===== src/rtl/batcharger_controller_gen2.sv =====
// Battery charge controller: sequences trickle, constant-current and constant-voltage charging
// with debounced threshold crossings, temperature-fault pause and a scaled charge timer.
module batcharger_controller_gen2 #(
   parameter int W        = 8,
   parameter int TSHIFT   = 8,
   parameter int DEBOUNCE = 4
) (
   input  logic         clk,
   input  logic         rst,
   input  logic         en,
   input  logic         vtok,
   input  logic [W-1:0] vbat,
   input  logic [W-1:0] ibat,
   input  logic [W-1:0] tbat,
   input  logic [W-1:0] vcutoff,
   input  logic [W-1:0] vpreset,
   input  logic [W-1:0] vrecharge,
   input  logic [W-1:0] tempmin,
   input  logic [W-1:0] tempmax,
   input  logic [W-1:0] tmax,
   input  logic [W-1:0] iend,
   output logic         tc,
   output logic         cc,
   output logic         cv,
   output logic         imonen,
   output logic         vmonen,
   output logic         tmonen,
   output logic [2:0]   state,
   output logic         done,
   output logic         timeout
);

   localparam int TW = W + TSHIFT;
   localparam int CW = $clog2(DEBOUNCE + 1);

   typedef enum logic [2:0] {
      IDLE  = 3'd0,
      WAIT  = 3'd1,
      TC    = 3'd2,
      CC    = 3'd3,
      CV    = 3'd4,
      ENDST = 3'd5,
      FAULT = 3'd6
   } state_t;

   state_t          state_q, state_d;
   logic [CW-1:0]   db_cnt_q, db_cnt_d, db_eff;
   logic [1:0]      db_id_q, db_id_d, cond_id;
   state_t          cond_tgt;
   logic [TW-1:0]   timer_q, timer_d, timer_lim;
   logic            timeout_q, timeout_d;
   logic            tok, tmo_hit, fire, active;

   assign tok       = (tbat >= tempmin) && (tbat <= tempmax);
   assign timer_lim = {tmax, {TSHIFT{1'b0}}} - TW'(1);
   assign tmo_hit   = (tmax != '0) && (timer_q == timer_lim);
   assign active    = (state_q == TC) || (state_q == CC) || (state_q == CV);

   always_ff @(posedge clk or posedge rst) begin
      if (rst) begin
         state_q   <= IDLE;
         db_cnt_q  <= '0;
         db_id_q   <= '0;
         timer_q   <= '0;
         timeout_q <= 1'b0;
      end else begin
         state_q   <= state_d;
         db_cnt_q  <= db_cnt_d;
         db_id_q   <= db_id_d;
         timer_q   <= timer_d;
         timeout_q <= timeout_d;
      end
   end

   // The debounce counter tracks only the highest-priority exit condition (cond_id);
   // a different condition taking over restarts the count from zero.
   always_comb begin
      cond_id   = 2'd0;
      cond_tgt  = state_q;
      state_d   = state_q;
      timeout_d = timeout_q;
      timer_d   = timer_q;
      case (state_q)
         WAIT: if (vtok && tok) begin
            cond_id  = 2'd1;
            cond_tgt = (vbat < vcutoff) ? TC : ((vbat < vpreset) ? CC : CV);
         end
         TC: if (!tok) begin cond_id = 2'd1; cond_tgt = FAULT; end
             else if (vbat >= vcutoff) begin cond_id = 2'd2; cond_tgt = CC; end
         CC: if (!tok) begin cond_id = 2'd1; cond_tgt = FAULT; end
             else if (vbat >= vpreset) begin cond_id = 2'd2; cond_tgt = CV; end
         CV: if (!tok) begin cond_id = 2'd1; cond_tgt = FAULT; end
             else if (ibat < iend) begin cond_id = 2'd2; cond_tgt = ENDST; end
         ENDST: if (vbat < vcutoff) begin cond_id = 2'd1; cond_tgt = TC; end
                else if (vbat < vrecharge) begin cond_id = 2'd2; cond_tgt = CC; end
         FAULT: if (tok) begin cond_id = 2'd1; cond_tgt = WAIT; end
         default: ;
      endcase

      db_eff = (cond_id == db_id_q) ? db_cnt_q : '0;
      fire   = (cond_id != 2'd0) && (db_eff == CW'(DEBOUNCE - 1));

      if (!en)
         state_d = IDLE;
      else if (state_q == IDLE) begin
         if (vtok) state_d = WAIT;
      end else if (!vtok && state_q != WAIT)
         state_d = WAIT;
      else if (fire && cond_tgt == FAULT)
         state_d = FAULT;
      else if (active && tmo_hit) begin
         state_d   = ENDST;
         timeout_d = 1'b1;
      end else if (fire)
         state_d = cond_tgt;

      if (state_d != state_q || cond_id == 2'd0) begin
         db_cnt_d = '0;
         db_id_d  = '0;
      end else begin
         db_cnt_d = db_eff + CW'(1);
         db_id_d  = cond_id;
      end

      if ((state_d == TC || state_d == CC) && state_d != state_q)
         timeout_d = 1'b0;

      // Timer restarts on every fresh charge start, saturates instead of wrapping.
      if (state_q == IDLE)
         timer_d = '0;
      else if ((state_q == WAIT || state_q == ENDST) && state_d != state_q &&
               (state_d == TC || state_d == CC || state_d == CV))
         timer_d = '0;
      else if (active && timer_q != '1)
         timer_d = timer_q + TW'(1);
   end

   assign tc      = (state_q == TC);
   assign cc      = (state_q == CC);
   assign cv      = (state_q == CV);
   assign imonen  = (state_q == CC) || (state_q == CV);
   assign vmonen  = (state_q != IDLE);
   assign tmonen  = (state_q != IDLE);
   assign done    = (state_q == ENDST);
   assign timeout = timeout_q;
   assign state   = state_q;

endmodule

===== config.mk =====
export PLATFORM = sky130hd
export DESIGN_NAME = batcharger_controller_gen2
export DESIGN_NICKNAME = d
export VERILOG_FILES = /design/src/rtl/batcharger_controller_gen2.sv
export SDC_FILE = /design/constraint.sdc
export NUM_CORES = 1
export LEC_CHECK = 0
export BUFFER_PORTS_ARGS = -buffer_cell sky130_fd_sc_hd__buf_2
export CAP_MARGIN = 20
export CORE_MARGIN = 5
export CORE_UTILIZATION = 48
export DETAILED_ROUTE_END_ITERATION = 8
export PLACE_DENSITY = 0.87
export SLEW_MARGIN = 20
export SYNTH_ARGS = -nofsm -noshare
export SYNTH_HDL_FRONTEND = slang
export SYNTH_SLANG_ARGS = --single-unit

===== constraint.sdc =====
create_clock -name clk -period 4.02 [get_ports clk]
set_input_delay 0.201 -clock clk [delete_from_list [all_inputs] [get_ports clk]]
set_output_delay 0.201 -clock clk [all_outputs]
set_load 0.03 [all_outputs]

* Word level (Yosys, flattened, before mapping)
Cells that the tools add are included.
** Storage, ports and cells
- Register bits :: 25
- Output and inout port bits :: 11
- Input bits :: 84
- Logic and storage cells :: 106
** Cells by class
- Add/sub/neg operators :: 3
- Magnitude comparators :: 8
- Mux-type cells :: 43
- Equal/unequal tests :: 19
- Reductions and logical operators :: 28
** Operators by type and width (count)
- 3-bit 2-to-1 mux :: 21
- 16-bit 2-to-1 mux :: 3
- 8-bit < comparator :: 4
- 8-bit greater-or-equal comparator :: 3
- 2-bit 2-to-1 mux :: 9
- 3-bit one-hot mux with 6 select lines :: 1
- 16-bit by 1-bit adder with 16-bit output (second input constant) :: 1
- 16-bit equality test :: 1
- 16-bit inequality test (second input constant) :: 1
- 16-bit by 1-bit subtractor with 16-bit output (second input constant) :: 1
- 3-bit by 2-bit equality test with 1-bit output (second input constant) :: 5
- 3-bit equality test (second input constant) :: 5
- 2-bit one-hot mux with 6 select lines :: 1
- 1-bit logical AND :: 11
- 8-bit <= comparator :: 1
- 1-bit 2-to-1 mux :: 8
- 8-bit nonzero test :: 1
- 1-bit logical OR :: 7
- 2-bit by 1-bit inequality test with 1-bit output (second input constant) :: 3
- 2-bit nonzero test :: 3
- 3-bit nonzero test :: 2
- 5-bit AND reduction :: 1
- 3-bit by 1-bit adder with 3-bit output (second input constant) :: 1
- 3-bit by 1-bit equality test with 1-bit output (second input constant) :: 1
- 6 further kinds :: 6

* Longest topological paths before layout
- Depth after elaboration :: 21
- Gate-level depth with buffers :: 20
- Mapped depth without buffers :: 19

* Least setup slack after synthesis
Ideal clock, no wire load.
- Path type :: input to register
- Start point :: input port tbat[0]
- End point :: register timer_q[13]
- Path slack :: -0.157 ns
- Setup time :: 0.121 ns
- Required time :: 3.899 ns
- Stages :: 19
- Arrival :: 4.056 ns
- Cell sequence :: inv_1 ha_1 nand2b_1 a2111o_1 a31oi_1 or3_4 nand2_1 a22oi_1 xnor2_1 nor2_1 and2_1 ha_1 ha_1 and3_1 a31oi_1 or4_1 o21a_4 nor4_4 and4bb_2
** Between the ends
- Word-level cells in the longest chain between the ends :: 21
- Elaborated cells on any way between the ends :: 40
- Classes of those cells :: order compare (2); eq/ne (7); mux (21); reduce/logical (10)
** RTL lines
- from (decl) :: line 14 : input logic [W-1:0] tbat,
- 8-bit greater-or-equal comparator or 8-bit <= comparator (tied branches) :: line 54 : assign tok = (tbat >= tempmin) && (tbat <= tempmax);
- 1-bit logical AND * :: line 54
- 1-bit logical AND :: line 84 : WAIT: if (vtok && tok) begin
- 1-bit 2-to-1 mux :: line 84
- 2-bit one-hot mux with 6 select lines :: line 83 : case (state_q)
- 2-bit equality test :: line 100 : db_eff = (cond_id == db_id_q) ? db_cnt_q : '0;
- 3-bit 2-to-1 mux :: line 100
- 3-bit by 2-bit equality test with 1-bit output :: line 101 : fire = (cond_id != 2'd0) && (db_eff == CW'(DEBOUNCE - 1));
- [... 5 more ...]
- 3-bit 2-to-1 mux * :: line 105 : else if (state_q == IDLE) begin
- 3-bit 2-to-1 mux * :: line 103 : if (!en)
- named net state_d[0] :: line 46 : state_t state_q, state_d;
- 3-bit by 2-bit equality test with 1-bit output :: line 132 : (state_d == TC || state_d == CC || state_d == CV))
- 1-bit logical OR (2 in a row) :: line 132
- 1-bit logical AND * :: line 131 : else if ((state_q == WAIT || state_q == ENDST) && state_d != state_q &&
- 16-bit 2-to-1 mux :: line 131
- 16-bit 2-to-1 mux :: line 129 : if (state_q == IDLE)
- to (signal assigned) :: line 70 : timer_q <= timer_d;
- to (decl) :: line 50 : logic [TW-1:0] timer_q, timer_d, timer_lim;
The timed path passes the listed nets; every way through them passes the cells marked *.
A chain may end at the register's enable or synchronous reset.

* Final worst setup path
- Start point :: input port vbat[3]
- End point :: register timer_q[6]
** Between the ends
- Word-level cells in the longest chain between the ends :: 20
- Elaborated cells on any way between the ends :: 46
- Classes of those cells :: order compare (5); eq/ne (7); mux (26); reduce/logical (8)
** RTL lines
- from (decl) :: line 12 : input logic [W-1:0] vbat,
- 8-bit < comparator, or another cell as far along :: line 95 : else if (vbat < vrecharge) begin cond_id = 2'd2; cond_tgt = CC; end
- 2-bit 2-to-1 mux (on tied branches) :: line 95, 89, 91
- 2-bit 2-to-1 mux (on tied branches) :: line 94, 88, 90
- 2-bit one-hot mux with 6 select lines :: line 83
- 2-bit equality test :: line 100
- 3-bit 2-to-1 mux :: line 100
- 3-bit by 2-bit equality test with 1-bit output :: line 101
- 1-bit logical AND :: line 101
- [... 4 more ...]
- 3-bit 2-to-1 mux * :: line 105
- 3-bit 2-to-1 mux * :: line 103
- named net state_d[0] :: line 46
- 3-bit by 2-bit equality test with 1-bit output :: line 132
- 1-bit logical OR (2 in a row) :: line 132
- 1-bit logical AND * :: line 131
- 16-bit 2-to-1 mux :: line 131
- 16-bit 2-to-1 mux :: line 129
Marked as above.

==> flow_summary.toml <==
[run_status]
status = "complete, but fails checks"
violations = "setup timing"

[worst_setup_path]
critPathBufInv = 4
critPathMaxStageDelay_ns = 0.54
slowest_stage = "or4_4"
worstPathCellList = "buf_2, buf_4, ha_1, a21oi_2, a31oi_1, o21a_1, o21ai_1, o21ai_1, xor2_1, nor2_2, and2_4, ha_4, ha_4, and3_4, a31oi_4, or4_4, o21a_4, nor4_4, buf_12, buf_4, nor4bb_1"
end_kind = "register"
arrival_ns = 4.21
required_ns = 4.17
critPathKind = "input pin to register"
cp-start-kind = "input pin"
path_max_fanout = 7
crit_family = "simple AND/OR/NAND/NOR gates"

[final_layout]
fillCellCount = 506
final_area_um2 = 4430
drive_gt1_frac = 0.388
post-route-util = 0.663
stdcell_count = 595
area_growth_pct = 36.0
diodes = 0
multi_input_area_um2 = 2680
nNetsFinal = 651
regArea_um2 = 626

[routing]
first_iter_violations = 263
via_per_inst = 5.89
drc_errors = 0
drtAntennaViolNets = 0
wl_per_cell_um = 16.2
vias = 3502
drt_first_pass_iters = 5
wirelength_um = 9640

[floorplan]
die_x_um = 92.3
die-area_um2 = 8530
io_pins = 95
num_rows = 30
core-area_um2 = 6680
start_util = 0.487
die_h_um = 92.3

[synth]
synth_edf_count = 0
syn_nets = 527
netlist_instances = 392
synth_common_cells = "inv_1 (53), ha_1 (51), nand2_1 (26)"
ys_types = 67
ys_warn_count = 0
async_flop_share = 1.00
ys_seq_elements = 25
synth_top_area_frac = 0.196
synth_ff_type = "dfrtp_1"
yosys-top-cells-area = "ha_1 (20%), dfrtp_1 (19%), xnor2_1 (6.7%)"
yosys.cell_count.top_type = "inv_1"
syn_area_per_cell_um2 = 8.30
yosys.area.top_type = "ha_1"
ys_seq_area_frac = 0.192
syn_area_um2 = 3250

[place]
dp_cells = 580
gp_congestion = 0.875
hpwl_um = 6960
io_buffers = 94
placed_area_um2 = 3980

[sta]
min_period_ns = 4.06
final.period_utilization = 1.01
tightest_slew_ns = 0.941
drv_slew = 0
maxSlewHeadroom = 0.372
final_hold_viol_count = 0
max_freq_mhz = 246
setup_viol = 11
rsz0062_at_grt = "true"
skew_ns = 0.00376
setup_ws_ns = -0.0369

[grt]
grt_pass1_wl_um = 14200
first_global_vias = 3314
grt_max_degree = 26
antenna_found_initial = 0
grt_usage = 0.195
grt_remaining_overflow = 0

[pwr]
p_leak_nw = 2.18
peakVddDrop_uv = 103
power_density_nw_per_um2 = 161

[cts]
cts-root-buf = "clkbuf_8"
cts_sinks = 25
htree_num_levels = 1
cts_inserted_buffers = 3
clk_pin_slew_worst_paths_ns = 0.09
worstSkewPairLatency_ns = 0.27
tritoncts = "done"
cts_buffer_depth = 2

[job]
maxCapViolCount = 0

[hold_path]
hold_path_class = "input pin to async pin"
where the power goes:
group | switching (mW) | internal [mW] | total [mW]
logic | 0.164 | 0.140 | 0.304
clock network | 0.0833 | 0.0694 | 0.153
registers | 0.00195 | 0.254 | 0.256
total | 0.249 | 0.463 | 0.712
per-stage QoR:
stage / hold WS, ns / setup TNS, ns / power [mW] / setup slack, ns
2_1_floorplan: 0.228 / 0 / 0.413 / 0.0983
3_3_place_gp: 0.435 / -0.719 / 0.505 / -0.0725
3_5_place_dp: 0.452 / -3.49 / 0.520 / -0.222
4_1_cts: 0.163 / 0 / 0.666 / 0.0140
5_1_grt: 0.214 / -2.49 / 0.757 / -0.164
6_report: 0.126 / -0.185 / 0.712 / -0.0369
registers in the layout, indices dropped and copies added, names as in the netlist:
register and flops:
timer_q 16, db_cnt_q 3, state 3, db_id_q 2, timeout 1
metal layers:
layer / track usage / part of all wire / vias up / wire [um]
li1: - / - / 1657 / -
met1: 0.246 / 0.41 / 1638 / 3920
met2: 0.352 / 0.50 / 177 / 4790
met3: 0.0268 / 0.064 / 30 / 621
met4: 0.0458 / 0.031 / 0 / 297
met5: 0 / 0 / - / 0
cell usage in the layout, fill, tap and decap left out, types with 3 or more instances in the layout:
master	synthesis	final
buf_2	1	92
inv_1	53	49
ha_1	51	44
buf_4	1	31
xnor2_1	25	25
dfrtp_1	25	25
nand2_1	26	24
a21oi_1	19	16
nor2_1	20	15
nand4_1	14	14
o21ai_0	15	11
nor3_1	11	10
xor2_1	7	7
ha_4	0	7
and2_1	9	6
nand3_1	6	6
nand2b_1	8	6
nor4bb_1	11	6
nor2_2	0	5
a211oi_2	0	5
buf_6	1	5
nor4_1	4	4
o21ai_1	1	4
nor2b_1	5	4
and4bb_2	4	4
nor4b_1	3	3
o211ai_1	3	3
a21oi_2	1	3
a31oi_1	5	3
inv_2	0	3
nor4bb_4	0	3
clkbuf_8	0	3
area by class of cell:
class	count	area share
well taps	80	0.0226
clock buffers	3	0.00933
repair buffers	129	0.174
clock inverters	1	0.00113
flip-flops and latches	25	0.141
inverters	53	0.0455
multi-input cells	304	0.606
logic make-up after synthesis:
group	count (synthesis)	share of synthesized area
compound gates	74	0.150
buf+inv	63	0.0769
fa+ha+maj	51	0.196
flops	25	0.192
mux	3	0.0111
simple gates	144	0.287
xor+xnor	32	0.0861
path summary, 6_finish.rpt:
| check | start | endpoint | slack, ns | depth (start not counted) |
|---|---|---|---|---|
| worst max-delay path | vbat[3] | timer_q[6] | -0.04 | 21 |
| worst min-delay path | rst | timer_q[4] | 0.13 | 2 |
| worst max register to register | state[2] | timer_q[6] | 0.01 | 20 |
| worst min register to register | timer_q[7] | timer_q[7] | 0.61 | 2 |
| max in group asynchronous | rst | timer_q[8] | 3.32 | 2 |
| min in group clk | en | state[2] | 0.30 | 3 |
repair_timing:
item                                    in CTS  in global routing
endpoints found under the setup margin       1                 22
resized for setup                            1                 63
hold buffers                                 0                  0
pin swaps                                    0                 31
buffers inserted                             0                 11
Power figures use the tool's default switching activity.
